===== config.mk =====
export PLATFORM = sky130hd
export DESIGN_NAME = phase_sampler
export DESIGN_NICKNAME = d
export VERILOG_FILES = /design/src/rtl/phase_sampler.sv
export SDC_FILE = /design/constraint.sdc
export NUM_CORES = 1
export LEC_CHECK = 0
export CAP_MARGIN = 15
export CELL_PAD_IN_SITES_DETAIL_PLACEMENT = 1
export CELL_PAD_IN_SITES_GLOBAL_PLACEMENT = 2
export CORE_MARGIN = 2
export CORE_UTILIZATION = 40
export CTS_BUF_LIST = sky130_fd_sc_hd__clkbuf_4
export DETAILED_ROUTE_END_ITERATION = 12
export HOLD_SLACK_MARGIN = 0.03
export MAX_ROUTING_LAYER = met4
export PLACE_DENSITY = 0.8
export SLEW_MARGIN = 40
export SYNTH_ARGS = -nofsm -noshare
export SYNTH_HDL_FRONTEND = slang
export SYNTH_SLANG_ARGS = --single-unit

===== constraint.sdc =====
create_clock -name clk -period 7.04 [get_ports clk]
set_input_delay 0.704 -clock clk [delete_from_list [all_inputs] [get_ports clk]]
set_output_delay 0.704 -clock clk [all_outputs]
set_load 0.02 [all_outputs]

===== src/rtl/phase_sampler.sv =====
// phase_sampler: synchronises N async oscillator bits, counts per spin the
// clk cycles that differ from the reference spin (N-1) over a start-triggered
// window, and resolves each count to a binary spin value.
// Optional build macro: PHASE_SETTLE_EN adds a SETTLE_CYCLES settle phase
// between start and counting.
//
// state    | meaning
// ---------+-----------------------------------------------------------
// ST_IDLE  | waiting for start, no result
// ST_SETTLE| settle delay after start, no counting (PHASE_SETTLE_EN only)
// ST_COUNT | accumulating mismatches, WINDOW edges
// ST_DONE  | counts and spins held, done=1 until next accepted start
module phase_sampler #(
    parameter int N             = 8,
    parameter int WINDOW        = 1024,
    parameter int SETTLE_CYCLES = 256,
    parameter int SYNC_STAGES   = 2
) (
    input  logic                 clk,
    input  logic                 axi_rst,
    input  logic [N-1:0]         right_col,
    input  logic                 start,
    output logic                 busy,
    output logic                 done,
    output logic [N-1:0]         spins,
    input  logic [$clog2(N)-1:0] rd_addr,
    output logic [31:0]          rd_data
);

    localparam int CW = $clog2(WINDOW + 1);

    typedef enum logic [1:0] {
        ST_IDLE   = 2'd0,
`ifdef PHASE_SETTLE_EN
        ST_SETTLE = 2'd1,
`endif
        ST_COUNT  = 2'd2,
        ST_DONE   = 2'd3
    } state_t;

    state_t                        r_state;
    state_t                        w_next;
    logic [SYNC_STAGES-1:0][N-1:0] r_sync;
    logic [CW-1:0]                 r_cnt [N];
    logic [CW-1:0]                 w_cnt_next [N-1];
    logic [CW-1:0]                 r_win;
    logic [N-1:0]                  r_spins;
    logic                          w_accept;
    logic                          w_last;
    logic                          w_ref;

`ifdef PHASE_SETTLE_EN
    localparam int SW = $clog2(SETTLE_CYCLES + 1);
    logic [SW-1:0]                 r_settle;
`endif

    assign w_ref    = r_sync[SYNC_STAGES-1][N-1];
    assign w_accept = start && ((r_state == ST_IDLE) || (r_state == ST_DONE));
    assign w_last   = (r_win == CW'(WINDOW - 1));

    // Synchroniser chain per right_col bit.
    always_ff @(posedge clk) begin
        if (axi_rst) begin
            r_sync <= '0;
        end else begin
            r_sync[0] <= right_col;
            for (int s = 1; s < SYNC_STAGES; s++) begin
                r_sync[s] <= r_sync[s-1];
            end
        end
    end

    // State register.
    always_ff @(posedge clk) begin
        if (axi_rst) begin
            r_state <= ST_IDLE;
        end else begin
            r_state <= w_next;
        end
    end

    // Next-state logic; start is only honoured from IDLE or DONE.
    always_comb begin
        w_next = r_state;
        case (r_state)
            ST_IDLE, ST_DONE: begin
                if (start) begin
`ifdef PHASE_SETTLE_EN
                    w_next = ST_SETTLE;
`else
                    w_next = ST_COUNT;
`endif
                end
            end
`ifdef PHASE_SETTLE_EN
            ST_SETTLE: begin
                if (r_settle == '0) begin
                    w_next = ST_COUNT;
                end
            end
`endif
            ST_COUNT: begin
                if (w_last) begin
                    w_next = ST_DONE;
                end
            end
            default: w_next = ST_IDLE;
        endcase
    end

    // Outputs decoded from state; spins come from their own register.
    always_comb begin
        busy = (r_state == ST_COUNT);
`ifdef PHASE_SETTLE_EN
        busy = busy || (r_state == ST_SETTLE);
`endif
        done  = (r_state == ST_DONE);
        spins = r_spins;
    end

    // Count including the current sample; the reference spin is never counted.
    always_comb begin
        for (int i = 0; i < N - 1; i++) begin
            w_cnt_next[i] = r_cnt[i] + CW'(r_sync[SYNC_STAGES-1][i] ^ w_ref);
        end
    end

    // Window, mismatch counters and spin resolution.
    always_ff @(posedge clk) begin
        if (axi_rst) begin
            r_win   <= '0;
            r_spins <= '0;
            for (int i = 0; i < N; i++) begin
                r_cnt[i] <= '0;
            end
`ifdef PHASE_SETTLE_EN
            r_settle <= '0;
`endif
        end else if (w_accept) begin
            r_win <= '0;
            for (int i = 0; i < N; i++) begin
                r_cnt[i] <= '0;
            end
`ifdef PHASE_SETTLE_EN
            r_settle <= SW'(SETTLE_CYCLES - 1);
`endif
        end else begin
`ifdef PHASE_SETTLE_EN
            if ((r_state == ST_SETTLE) && (r_settle != '0)) begin
                r_settle <= r_settle - 1'b1;
            end
`endif
            if (r_state == ST_COUNT) begin
                r_win <= r_win + 1'b1;
                for (int i = 0; i < N - 1; i++) begin
                    r_cnt[i] <= w_cnt_next[i];
                end
                if (w_last) begin
                    for (int i = 0; i < N - 1; i++) begin
                        r_spins[i] <= (w_cnt_next[i] > CW'(WINDOW / 2));
                    end
                    r_spins[N-1] <= 1'b0;
                end
            end
        end
    end

    // Read path: zero-extended live count, out-of-range addresses read 0.
    always_comb begin
        rd_data = '0;
        if (32'(rd_addr) < 32'(N)) begin
            rd_data = 32'(r_cnt[rd_addr]);
        end
    end

endmodule


==> Word level (Yosys, flattened, before mapping) <==
Memories as Yosys holds them, arrays and structs flattened.
Index checks and enable logic that the tools add are counted.
{ "op_classes": {"order_cmp": 7, "bitwise": 23, "n_eq_ne": 5, "mux": 27, "n_reduce_logical": 7, "add_sub_neg": 8} }
{ "op_table": {"columns": ["cell", "n"], "rows": [
  ["$mux W11", 15],
  ["$add A11 B1 Y11", 7],
  ["$gt A11 B10 Y1 const B", 7],
  ["$or A1 B1 Y1", 15],
  ["$add A11 B1 Y11 const B", 1],
  ["$eq A11 B10 Y1 const B", 1],
  ["$mux W1", 9],
  ["$xor A1 B1 Y1", 7],
  ["$eq A2 B2 Y1 const B", 2],
  ["$mux W2", 2],
  ["$pmux W2 S2", 1],
  ["$reduce_or A2 Y1", 2],
  ["$reduce_and A3 Y1", 1],
  ["$logic_not A2 Y1", 1],
  ["$ne A2 B1 Y1 const B", 1],
  ["$ne A2 B2 Y1 const B", 1],
  ["$reduce_and A2 Y1", 1],
  ["$logic_and A1 B1 Y1", 1],
  ["$logic_or A1 B1 Y1", 1],
  ["$not A1 Y1", 1]
]} }
{ "word_totals": {"inputBits": 14, "register_bits": 36, "word_cells": 83, "n_memories": 1, "ram_bits": 88} }
{ "memory_table": {"columns": ["name", "depth", "width", "rd", "rd_clocked_by_memory_dff", "wr", "line_no", "rtl"], "rows": [
  ["r_cnt", 8, 11, 8, 0, 8, "44", "logic [CW-1:0] r_cnt [N];"]
]} }

==> Depth between registers and ports, before layout <==
Gate-level depths: netlist of the first run.
{ "depth": {"ltp_word": 8, "depth_mapped": 10} }

==> Worst setup path before layout of the first run <==
OpenSTA, ideal clock, no wires.
{ "synth_path": {"path_type": "input-to-output", "start": "input rd_addr[1]", "end": "output rd_data[0]", "t_arrival_ns": 2.067, "path_stages": 6, "setup_slack_ns": 4.269, "path_cell_list": "clkbuf_1 buf_4 buf_2 mux4_2 nor2_1 a21oi_1"} }
{ "synth_via": {"elab_chain_cells": 1} }
{ "synth_rtl": {"columns": ["item", "line_no", "rtl"], "rows": [
  ["start: declaration", "26", "input logic [$clog2(N)-1:0] rd_addr,"],
  ["$mem_v2 Z8 W11", null, null],
  ["end: declaration", "27", "output logic [31:0] rd_data"]
]} }
No other way between the ends.

==> Worst setup path after layout of the first run <==
{ "layout_path": {"start": "input rd_addr[1]", "end": "output rd_data[6]"} }
The elaborated chain is that of the path after synthesis.

==> results.toml, run 1 <==
[cells_and_area]
multi_input_area_sq_um = 3580
area_delta_synth_final_pct = 8.39
seq_area_sq_um = 2920
nFillCells = 1919
drive_gt1_share_pct = 9.71
nNetsFinal = 740

[sta]
tns_ns = 0
layout_min_cycle_time_ns = 3.73
report.final.slew_viol_count = 0
finalSetupViolCount = 0
finalClockSkew_ns = 0.0262
whs_ns = 0.447
finalHoldViolCount = 0
worst_pin_slew_ns = 0.777
layout_worst_path_cycle_share_pct = 53.0
fmax_mhz = 268
rsz0062_at_grt = "no"
relSlewSlack_pct = 48.1

[synthesis]
yosysSeqAreaShare_pct = 42.4
synthCells = 703
yosysTopAreaCell = "edfxtp_1"
netlist_area_sq_um = 6890
ys.warnings.count = 0
synth_cell_type_count = 61
yosys_register_bits = 113
synth_ff_type = "edfxtp_1"
synth-async-reset-ratio_pct = 0
yosysTopAreaCellShare_pct = 28.8
avgSynthCellArea_sq_um = 9.80
synth_most_common_cell = "nor2_1"
synth_edf_count = 66
yosys-top-cells-area = "edfxtp_1 29%, dfxtp_1 14%, xor2_1 6.0%"
ys_top_cells_by_count = "91 x nor2_1, 66 x edfxtp_1, 47 x dfxtp_1, 47 x xor2_1, 37 x nand2_1"

[global_routing]
track_usage_pct = 21.4
grt_pass1_wl_mm = 28.9
grt_pass1_vias = 5249
overflow = 0
grt_max_degree = 41
antenna_found_initial = 1

[power]
peakVddDrop_uv = 140
p_int_mw = 1.09
seq_power_share_pct = 53.2
swShare_pct = 29.6
pwr_density_cell_nw_per_um2 = 207
combPwrFrac_pct = 14.2
power.leakage_nw = 2.63
finalPower_mw = 1.54
power.switching_mw = 0.456
p_clk_share_pct = 32.6

[critical_path]
worstSetupPathType = "primary input to primary output"
worst_ep_required_time_ns = 6.34
max_stage_delay_ns = 0.66
critPathBufInv = 3
endpoint_kind = "primary output"
crit_path_frequent_cell = "clkdlybuf4s50_1"
crit_path_start_kind = "primary input"
crit_fanout = 23
crit_slowest_cell = "nor2b_1"
arrival_ns = 3.03
path_cells = "clkdlybuf4s50_1 -> buf_4 -> nor2b_1 -> nand2_1 -> o21ai_0 -> mux2_2 -> clkdlybuf4s50_1"
crit_family = "buffers and inverters"

[detailed_routing]
antenna_left = 0
drcViolationCount = 0
drtPass1Iterations = 4
avgViaCountPerCell = 5.53
wl_per_cell_um = 19.2
routed_wl_mm = 18.1
vias = 5208
drtIter0Drc = 253

[outcome]
status = "completed"

[clock_network]
cts_root_buf = "clkbuf_4"
cts.reportedPaths.clkPinSlew_ns = 0.09
insertion_delay_ns = 0.57
tritoncts = "built"
hold_buffers = 0
clock_path_buffers = 2
cts_setup_buffers = 0
cts_resized = 0
htreeDepth = 4
cts_made_buffers = 17
clock_sinks = 113

[placed_design]
io_buffers = 33
post-dp-hpwl_mm = 13.2
gp_congestion = 0.892

[floorplanning]
dieHeight_um = 135
coreArea_sq_um = 16700
die_area_sq_um = 18300
start_util_pct = 41.2
std_cell_rows = 47
ios = 56
die_w_um = 135

[flow_run]
maxCapViolCount = 0

[min_path]
min_path_type = "flop to flop"
==> layout by cell type, fill, tap and decap left out, types with 5 or more instances in the layout <==
master	instances
mux4_2	11
mux2i_1	15
dfxtp_1	47
a21oi_1	13
or2_2	6
and3_1	7
ha_1	18
clkinv_1	5
or3_1	7
xor2_1	47
inv_1	10
o21a_1	7
nor3_1	18
nand4_1	28
nor3b_1	5
mux2_2	9
conb_1	22
buf_4	5
clkdlybuf4s50_1	32
xnor2_1	30
nand2_1	37
and2_1	16
nand3_1	32
clkbuf_4	18
o21ai_0	19
nor2b_1	19
and4_1	8
nor2_1	91
nor4_1	5
edfxtp_1	66
==> worst register-to-register path, cell delays in order (launching register included) <==
cell and delay (ns):
dfxtp_1 0.54, xor2_1 0.15, ha_1 0.29, ha_1 0.34, or4_1 0.58, a2111oi_2 0.40, o2111ai_1 0.16, a31o_2 0.25
==> cells by family after synthesis <==
group | Yosys count | synth area share, %
AOI/OAI and AO/OA | 86 | 9.01
xor gates and xnor gates | 77 | 9.79
adders and majority gates | 18 | 3.27
buffers and inverters | 83 | 6.76
DFF | 113 | 42.4
muxes | 35 | 7.25
other | 1 | 0.0544
and+or+nand+nor | 290 | 21.4
==> through the flow <==
stage / cells / utilization, % / instance area [sq um] / worst slack (ns)
2_1_floorplan: 724 / - / 6970 / 4.27
3_3_place_gp: 909 / 43.0 / 7180 / 2.90
3_5_place_dp: 909 / 43.0 / 7180 / 2.82
4_1_cts: 941 / 44.7 / 7470 / 2.82
5_1_grt: 942 / 44.7 / 7470 / 3.18
6_report: 942 / 44.7 / 7470 / 3.31
==> final timing paths <==
| kind | from | end | slack, ns | depth (start not counted) |
|---|---|---|---|---|
| min | r_sync[0] | r_sync[8] | 0.45 | 1 |
| max | rd_addr[1] | rd_data[6] | 3.31 | 7 |
| min reg2reg | r_sync[0] | r_sync[8] | 0.45 | 1 |
| max reg2reg | r_sync[15] | spins[3] | 4.27 | 7 |
==> power groups by stage <==
stage	Sequential (mW)	Clock [mW]	Combinational, mW
floorplan	0.790	0	0.192
global placement	0.833	0	0.213
detailed placement	0.835	0	0.220
CTS	0.820	0.518	0.221
global route	0.827	0.547	0.242
finish	0.821	0.503	0.219
==> sequential cells by signal (all words and copies together) (netlist names) <==
register  count
spins         7
r_state       2
r_sync       16
r_win        11
r_cnt        77
==> final cells by class <==
cell class	instances	area share, %
multi-input cells	528	48.0
flip-flops and latches	113	39.1
repair buffers	38	4.86
well taps	220	3.69
clock inverters	14	1.96
clock buffers	18	1.81
inverters	10	0.503
diodes	1	0.0335
==> routing by layer <==
metal,vias up,GRT usage [%],part of all wire [%]
met5,-,-,0
met4,0,9.03,3.3
met3,30,5.01,4.1
met2,104,34.0,48
met1,2564,26.1,45
li1,2510,-,-
Note: power is estimated with default switching activity, not from simulation.
==> inputs of run 2 (changes only) <==
CORE_UTILIZATION = 39   (was 40)
PLACE_DENSITY = 0.79   (was 0.8)
clock period = 3.9 ns   (was 7.04 ns; I/O delays follow)
==> run 2 against run 1 <==
  * Sequential cell count unchanged
  * Hold slack worse by 0.052 ns
  * Via count shrank 0.52%
  * First-iteration DRC count increased by 11%
  * Clock-buffer cell count up 1
  * Clock skew fell by 0.0058 ns
  * Worst setup slack worse by 2.8 ns
  * Die area grew 2.5%
  * Global-route usage fell by 0.38 points
  * Register-to-register slack worse by 3.2 ns
  * Sequential share of layout area shrank 0.52 points
  * Non-clock buffer count is 4 higher
==> results.toml, run 2 (same netlist as run 1, synthesis figures left out) <==
[clock_network]
hold_buffers = 0
cts_root_buf = "clkbuf_4"
cts_made_buffers = 17
insertion_delay_ns = 0.54
clock_path_buffers = 2
clock_sinks = 113
cts.reportedPaths.clkPinSlew_ns = 0.10
htreeDepth = 4
cts_setup_buffers = 0
tritoncts = "built"
cts_resized = 0

[critical_path]
crit_fanout = 12
worstSetupPathType = "primary input to primary output"
worst_ep_required_time_ns = 3.51
endpoint_kind = "primary output"
arrival_ns = 2.97
crit_path_start_kind = "primary input"

[detailed_routing]
antenna_left = 0
avgViaCountPerCell = 5.44
drcViolationCount = 0
vias = 5181
drtIter0Drc = 281
routed_wl_mm = 18.1
wl_per_cell_um = 19.0
drtPass1Iterations = 4

[floorplanning]
ios = 56
dieHeight_um = 137
std_cell_rows = 48
start_util_pct = 39.8
coreArea_sq_um = 17300
die_w_um = 137
die_area_sq_um = 18700

[placed_design]
gp_congestion = 0.855
post-dp-hpwl_mm = 13.5
io_buffers = 33
placement.cell_area_sq_um = 7230

[power]
peakVddDrop_uv = 165
pwr_density_cell_nw_per_um2 = 386
power.leakage_nw = 2.70

[cells_and_area]
final_common_cell = "nor2_1"
largest_register_ffs = 77
drive_gt1_share_pct = 10.8
area_delta_synth_final_pct = 9.86
final_cell_area_sq_um = 7570
largestRegisters = "r_cnt (77), r_sync (16), r_win (11)"
nNetsFinal = 744
top_register = "r_cnt"
mostFrequentLayoutCells = "91 x nor2_1, 66 x edfxtp_1, 47 x xor2_1, 47 x dfxtp_1, 37 x nand2_1"

[sta]
fmax_mhz = 297
relSlewSlack_pct = 45.2
layout_min_cycle_time_ns = 3.36
report.final.slew_viol_count = 0
finalSetupViolCount = 0
worst_pin_slew_ns = 0.821
finalClockSkew_ns = 0.0204
finalHoldViolCount = 0
tns_ns = 0
layout_worst_path_cycle_share_pct = 86.3
rsz0062_at_grt = "no"

[global_routing]
grt_pass1_vias = 5408
grt_max_degree = 37
overflow = 0
grt_pass1_wl_mm = 28.8
track_usage_pct = 21.0
antenna_found_initial = 2

[flow_run]
maxCapViolCount = 0

[outcome]
status = "completed"

[min_path]
min_path_type = "primary input to flop"
run 2: changes by cell type in the layout (fill, tap and decap cells not counted), moves of 2 or more:
cell and delta:
inv_4 +2, clkinvlp_4 -3, bufinv_16 +2, clkinv_1 -4, inv_2 +2, buf_4 +4
run 2: critical path, cell delays in order:
cell and delay, ns:
clkdlybuf4s50_1 0.75, nor2b_1 0.80, nand2_1 0.11, o21ai_0 0.13, mux2_2 0.20, clkdlybuf4s50_1 0.60
run 2: metal layers:
layer,wire [um],GRT usage (%)
met5,0,-
met4,433,8.59
met3,634,4.30
met2,8980,34.4
met1,8050,25.2
run 2: worst paths after layout:
path                start         end  slack [ns]  cells after the start
min          right_col[5]   r_sync[5]        0.40                      2
min reg2reg     r_sync[7]  r_sync[15]        0.44                      1
max            rd_addr[1]  rd_data[9]        0.54                      6
max reg2reg    r_sync[15]    spins[3]        1.09                      7
run 2: power breakdown:
group / total, mW / leakage, nW / switching (mW) / internal (mW)
logic: 0.403 / 1.39 / 0.223 / 0.180
clock network: 1.04 / 0.189 / 0.462 / 0.579
registers: 1.48 / 1.12 / 0.130 / 1.35
run 2: area by class of cell:
class	instances	area, sq um
repair buffers	42	398
inverters	10	37.5
well taps	225	282
clock inverters	13	189
fillers	1979	9730
flip-flops and latches	113	2920
diodes	2	5.00
multi-input cells	528	3590
clock buffers	19	143
run 2: per-stage QoR:
stage | util, % | hold slack (ns) | instances | total power, mW | setup slack, ns
after detailed placement | 41.8 | 0.429 | 918 | 1.91 | 0.505
after floorplan | - | 0.414 | 724 | 1.77 | 1.26
after CTS | 43.7 | 0.338 | 950 | 2.96 | 0.499
after global routing | 43.8 | 0.350 | 952 | 3.06 | 0.338
final | 43.8 | 0.396 | 952 | 2.92 | 0.536
after global placement | 41.7 | 0.423 | 918 | 1.89 | 0.677
